===== src/rtl/l2_to_l1_return.sv =====
// l2_to_l1_return: direct-mapped L2 returning 32-byte lines to L1; misses are
// filled from backing memory, and a memory that stays silent too long yields an error response.
`default_nettype none

module l2_to_l1_return #(
  parameter int LINES       = 16,
  parameter int MEM_TIMEOUT = 64
) (
  input  logic         clk,
  input  logic         rst,
  input  logic         req_from_l1,
  input  logic [15:0]  addr,
  output logic         busy_to_l1,
  output logic         ack_to_l1,
  output logic         err_to_l1,
  output logic [255:0] data_to_l1,
  output logic         mem_req,
  output logic [15:0]  mem_addr,
  input  logic         mem_ack,
  input  logic [255:0] mem_data
);

  localparam int IDX_W = $clog2(LINES);
  localparam int TAG_W = 11 - IDX_W;
  localparam int CNT_W = $clog2(MEM_TIMEOUT + 1);
  localparam logic [CNT_W-1:0] CNT_LAST = CNT_W'(MEM_TIMEOUT - 1);

  localparam logic [1:0] IDLE     = 2'd0;
  localparam logic [1:0] LOOKUP   = 2'd1;
  localparam logic [1:0] MEM_WAIT = 2'd2;
  localparam logic [1:0] RESP     = 2'd3;

  logic [1:0]       state;
  logic [1:0]       state_nx;
  logic [10:0]      line_q;
  logic [CNT_W-1:0] cnt;
  logic [LINES-1:0] valid;
  logic [TAG_W-1:0] tag_mem  [LINES];
  logic [255:0]     data_mem [LINES];
  logic [255:0]     data_q;
  logic             err_q;

  logic [IDX_W-1:0] idx;
  logic [TAG_W-1:0] tag;
  logic             hit;
  logic             fill;
  logic             expired;
  logic             unused_offset;

  // Byte offset is irrelevant: every transfer is a whole line.
  assign unused_offset = ^addr[4:0];

  assign idx     = line_q[IDX_W-1:0];
  assign tag     = line_q[10:IDX_W];
  assign hit     = valid[idx] && (tag_mem[idx] == tag);
  assign fill    = (state == MEM_WAIT) && mem_ack;
  assign expired = (state == MEM_WAIT) && !mem_ack && (cnt == CNT_LAST);

  always_ff @(posedge clk or negedge rst) begin
    if (!rst) begin
      state <= IDLE;
    end else begin
      state <= state_nx;
    end
  end

  always_comb begin
    state_nx = state;
    case (state)
      IDLE:     if (req_from_l1) state_nx = LOOKUP;
      LOOKUP:   state_nx = hit ? RESP : MEM_WAIT;
      MEM_WAIT: if (mem_ack || expired) state_nx = RESP;
      default:  state_nx = IDLE;
    endcase
  end

  always_comb begin
    busy_to_l1 = (state != IDLE);
    ack_to_l1  = (state == RESP);
    err_to_l1  = (state == RESP) && err_q;
    mem_req    = (state == MEM_WAIT);
    mem_addr   = (state == MEM_WAIT) ? {line_q, 5'b0} : 16'h0000;
  end

  always_ff @(posedge clk or negedge rst) begin
    if (!rst) begin
      line_q <= '0;
      cnt    <= '0;
      valid  <= '0;
      data_q <= '0;
      err_q  <= 1'b0;
    end else begin
      if (state == IDLE && req_from_l1) begin
        line_q <= addr[15:5];
      end
      cnt <= (state == MEM_WAIT) ? cnt + CNT_W'(1) : '0;
      if (fill) begin
        valid[idx] <= 1'b1;
      end
      // Response payload changes only on the transition into RESP.
      if (state == LOOKUP && hit) begin
        data_q <= data_mem[idx];
        err_q  <= 1'b0;
      end else if (fill) begin
        data_q <= mem_data;
        err_q  <= 1'b0;
      end else if (expired) begin
        data_q <= '0;
        err_q  <= 1'b1;
      end
    end
  end

  // Line storage carries no reset; the valid bits alone qualify it.
  always_ff @(posedge clk) begin
    if (fill) begin
      tag_mem[idx]  <= tag;
      data_mem[idx] <= mem_data;
    end
  end

  assign data_to_l1 = data_q;

endmodule

`default_nettype wire

===== config.mk =====
export PLATFORM = sky130hd
export DESIGN_NAME = l2_to_l1_return
export DESIGN_NICKNAME = d
export VERILOG_FILES = /design/src/rtl/l2_to_l1_return.sv
export SDC_FILE = /design/constraint.sdc
export NUM_CORES = 2
export LEC_CHECK = 0
export BUFFER_PORTS_ARGS = -buffer_cell sky130_fd_sc_hd__buf_4
export CORE_MARGIN = 8
export CORE_UTILIZATION = 30
export DETAILED_ROUTE_END_ITERATION = 10
export PLACE_DENSITY = 0.44
export SLEW_MARGIN = 15
export SYNTH_ARGS = -nofsm -noshare
export SYNTH_HDL_FRONTEND = slang
export SYNTH_MEMORY_MAX_BITS = 65536
export SYNTH_SLANG_ARGS = --single-unit

===== constraint.sdc =====
create_clock -name clk -period 27 [get_ports clk]
set_input_delay 5.4 -clock clk [delete_from_list [all_inputs] [get_ports clk]]
set_output_delay 5.4 -clock clk [all_outputs]
set_load 0.005 [all_outputs]

==> impl_metrics.py <==
metrics = {
    "timing": {
        "worst_clock_skew_ps": 82.8,
        "setup_violators_final": 0,
        "fmax_ghz": 0.0983,
        "period_share_pct": 37.7,
        "finalSetupTns_ps": 0,
        "hold_viol_final": 0,
        "finalWorstPathRequiredPeriod_ps": 10180,
        "finalMaxSlewViolations": 0,
        "grt_setup_unrepaired": "no",
        "timing_worst_slew_pin_value_ps": 1130,
        "relSlewSlack_pct": 24.3,
    },
    "setup_path": {
        "worst_path_max_delay_cell": "sky130_fd_sc_hd__nor2_4",
        "critical_path.n_buffers_inverters": 5,
        "worstPathArrival_ps": 10780,
        "worstSetupEndpointType": "flip-flop",
        "critical_path.cell_chain": "buf_4, and2_4, nand2_1, nor2_4, buf_4, buf_4, buf_4, buf_4",
        "timing.critical_path.mode_cell": "sky130_fd_sc_hd__buf_4",
        "path_delay_family": "buffers and inverters",
        "max_stage_delay_ps": 910,
        "crit_required_ps": 27610,
        "critical_path.startpoint_type": "input port",
        "path_class": "input port to flip-flop",
        "path_max_fanout": 40,
    },
    "floorplan": {
        "start_util_pct": 30.1,
        "die_height_um": 773,
        "placementRows": 278,
        "ioPinCount": 552,
        "design.die.area_um2": 598000,
        "die-width_um": 773,
        "core_um2": 572000,
    },
    "cts": {
        "cts_htree_levels": 5,
        "post_cts_buffers": 0,
        "cts_inserted_buffers": 481,
        "postCtsHoldBufs": 0,
        "cts_resized": 0,
        "clock_sink_count": 4501,
        "cts.path.max_buffers": 4,
        "worst_skew_pair_later_pin_latency_ps": 1040,
        "tritoncts": "built",
        "cts_clock_pin_slew_for_the_worst_setup_and_hold_paths_ps": 60,
        "cts_root_buffer": "sky130_fd_sc_hd__clkbuf_16",
    },
    "power_and_ir_drop": {
        "leakagePower_nw": 65.2,
        "pwr-share-seq_pct": 41.4,
        "comb_power_share_pct": 26.6,
        "peakVddDrop_mv": 0.0876,
        "internal-power_mw": 14.7,
        "p_switching_mw": 5.78,
        "share_clk_of_total_power_pct": 32.0,
        "cellPowerDensity_nw_per_um2": 102,
        "p_sw_share_pct": 28.2,
    },
    "synth": {
        "post_synth_fa_ha_maj_area_fraction_pct": 0.0436,
        "synthCells": 6885,
        "synth-seq-cells": 4501,
        "yosys.area_share.simple_pct": 0.272,
        "syn_avg_cell_area_um2": 25.0,
        "xor_xnor_cell_area_share_of_the_yosys_netlist_pct": 0.0815,
        "synth_edf_count": 4208,
        "synth.yosys.warnings": 0,
        "synth_flop_cell": "sky130_fd_sc_hd__edfxtp_1",
        "synth.mux.area_fraction_pct": 19.5,
        "synth-compound-area-share_pct": 1.38,
        "yosysSeqAreaShare_pct": 77.7,
        "synthesis.area_um2": 172000,
        "post_synth_num_cell_types": 39,
        "synth_top_family_by_area": "multiplexers",
        "async_flop_share_pct": 6.51,
    },
    "grt": {
        "grt_pass1_wl_mm": 662,
        "grt_antenna_before_repair": 88,
        "grt_remaining_overflow": 0,
        "globalRouteTotalUtil_pct": 15.3,
        "grt_pass1_vias": 84859,
        "grt_start_max_net_pins": 133,
    },
    "cells_and_area": {
        "mostFrequentLayoutCells": "sky130_fd_sc_hd__edfxtp_1, sky130_fd_sc_hd__mux4_2, sky130_fd_sc_hd__buf_4",
        "num-nets-final": 8017,
        "stdcell_count": 15743,
        "post_route_cells_drive_above_1_share_pct": 37.6,
        "most_frequent_standard_cell_in_the_layout_excluding_fill_and_tap_cells": "sky130_fd_sc_hd__edfxtp_1",
        "area_growth_syn_to_layout_pct": 17.2,
        "post-route-util_pct": 35.2,
    },
    "placement": {
        "dp_hpwl_mm": 249,
        "place.gp.congestion": 0.693,
        "placed_cells_incl_taps": 14812,
        "placement.io_buffers": 541,
    },
    "run_status": {
        "run_status": "complete, no violations",
    },
    "route": {
        "first_pass_iters": 5,
        "number_of_antenna_violating_nets_in_the_routed_design": 0,
        "drtIter0Drc": 6467,
        "route.final.wire_length_mm": 469,
        "wl_per_cell_um": 29.8,
        "drc": 0,
        "drt-vias-per-instance": 4.94,
        "route.vias.total": 77709,
    },
    "run": {
        "drv.max_cap_violation_count": 0,
    },
    "hold_path": {
        "worst_hold_path_type": "flip-flop to flip-flop",
    },
}
-- flip-flops by register name, summed over array words and instances, names as in the netlist --
name / flops
cnt: 7
data_mem: 4096
data_to_l1: 256
err_q: 1
line_q: 11
state: 2
tag_mem: 112
valid: 16
-- cell families after synthesis --
group                      count (synthesis)
buffers and inverters                    394
AOI/OAI and AO/OA                        275
xor gates and xnor gates                  16
and+or+nand+nor                           88
adders and majority gates                  6
muxes                                   1604
other                                      1
DFF                                     4501
-- synth_stat cells, types with 5 or more instances --
cell type                  number  share of area (%)
sky130_fd_sc_hd__edfxtp_1    4208                 73
sky130_fd_sc_hd__buf_2         27              0.079
sky130_fd_sc_hd__buf_4          6              0.026
sky130_fd_sc_hd__nor3_1         5              0.015
sky130_fd_sc_hd__dfrtp_1      293                4.3
sky130_fd_sc_hd__a22o_1       256                1.3
sky130_fd_sc_hd__xor2_1         5              0.025
sky130_fd_sc_hd__mux2_4       218                1.9
sky130_fd_sc_hd__nor2_1        19              0.041
sky130_fd_sc_hd__or2_2         16              0.058
sky130_fd_sc_hd__mux2_2        55               0.36
sky130_fd_sc_hd__nand3_1        6              0.017
sky130_fd_sc_hd__xnor2_1       11              0.056
sky130_fd_sc_hd__ha_1           6              0.044
sky130_fd_sc_hd__mux4_2      1302                 17
sky130_fd_sc_hd__and2_1        19              0.069
sky130_fd_sc_hd__clkbuf_1     271               0.59
sky130_fd_sc_hd__nand2_1       10              0.022
sky130_fd_sc_hd__buf_6         26               0.17
sky130_fd_sc_hd__buf_1         61               0.13
sky130_fd_sc_hd__mux2i_1       29               0.17
-- power groups by stage --
stage                     clock network (mW)  logic (mW)  registers, mW
after floorplan                            0        3.75           8.60
after global placement                     0        5.60           8.64
after detailed placement                   0        5.62           8.65
after CTS                               6.75        5.64           8.51
after global routing                    7.01        5.86           8.54
final                                   6.57        5.45           8.50
-- per-layer routing --
metal | routed length (um) | share of wire, % | GRT usage, %
met1 | 201000 | 43 | 20.2
met2 | 233000 | 50 | 25.9
met3 | 24100 | 5.1 | 3.11
met4 | 10700 | 2.3 | 3.38
met5 | 369 | 0.079 | 0
-- worst paths after layout --
path                       slack (ps)  cells past startpoint       from               to
min reg2reg                       470                      1   valid[5]         valid[5]
max                             16820                      8    mem_ack  data_mem[1][55]
min                               470                      1   valid[5]         valid[5]
max in group asynchronous       19220                      5        rst        line_q[0]
min in group asynchronous        4390                      1        rst  data_to_l1[225]
max reg2reg                     18670                     13  line_q[0]   data_to_l1[65]
-- per-stage QoR --
step | total power [mW] | worst slack [ps] | cell area [um2] | hold slack (ps)
after global placement | 14.2 | 15720 | 186000 | 448
after floorplan | 12.3 | 1360 | 172000 | 431
final | 20.5 | 16820 | 202000 | 466
after global routing | 21.4 | 16670 | 202000 | 482
after CTS | 20.9 | 16840 | 202000 | 468
after detailed placement | 14.3 | 15690 | 186000 | 448
-- final cells by class --
class	instances	area (um2)
Fill cell	52410	371000
Sequential cell	4501	134000
Multi-Input combinational cell	1994	36700
Clock buffer	673	13200
Tap cell	7560	9460
Timing Repair Buffer	754	5880
Clock inverter	242	2580
Antenna cell	16	40.0
Inverter	3	11.3
Note: power is estimated with default switching activity, not from simulation.
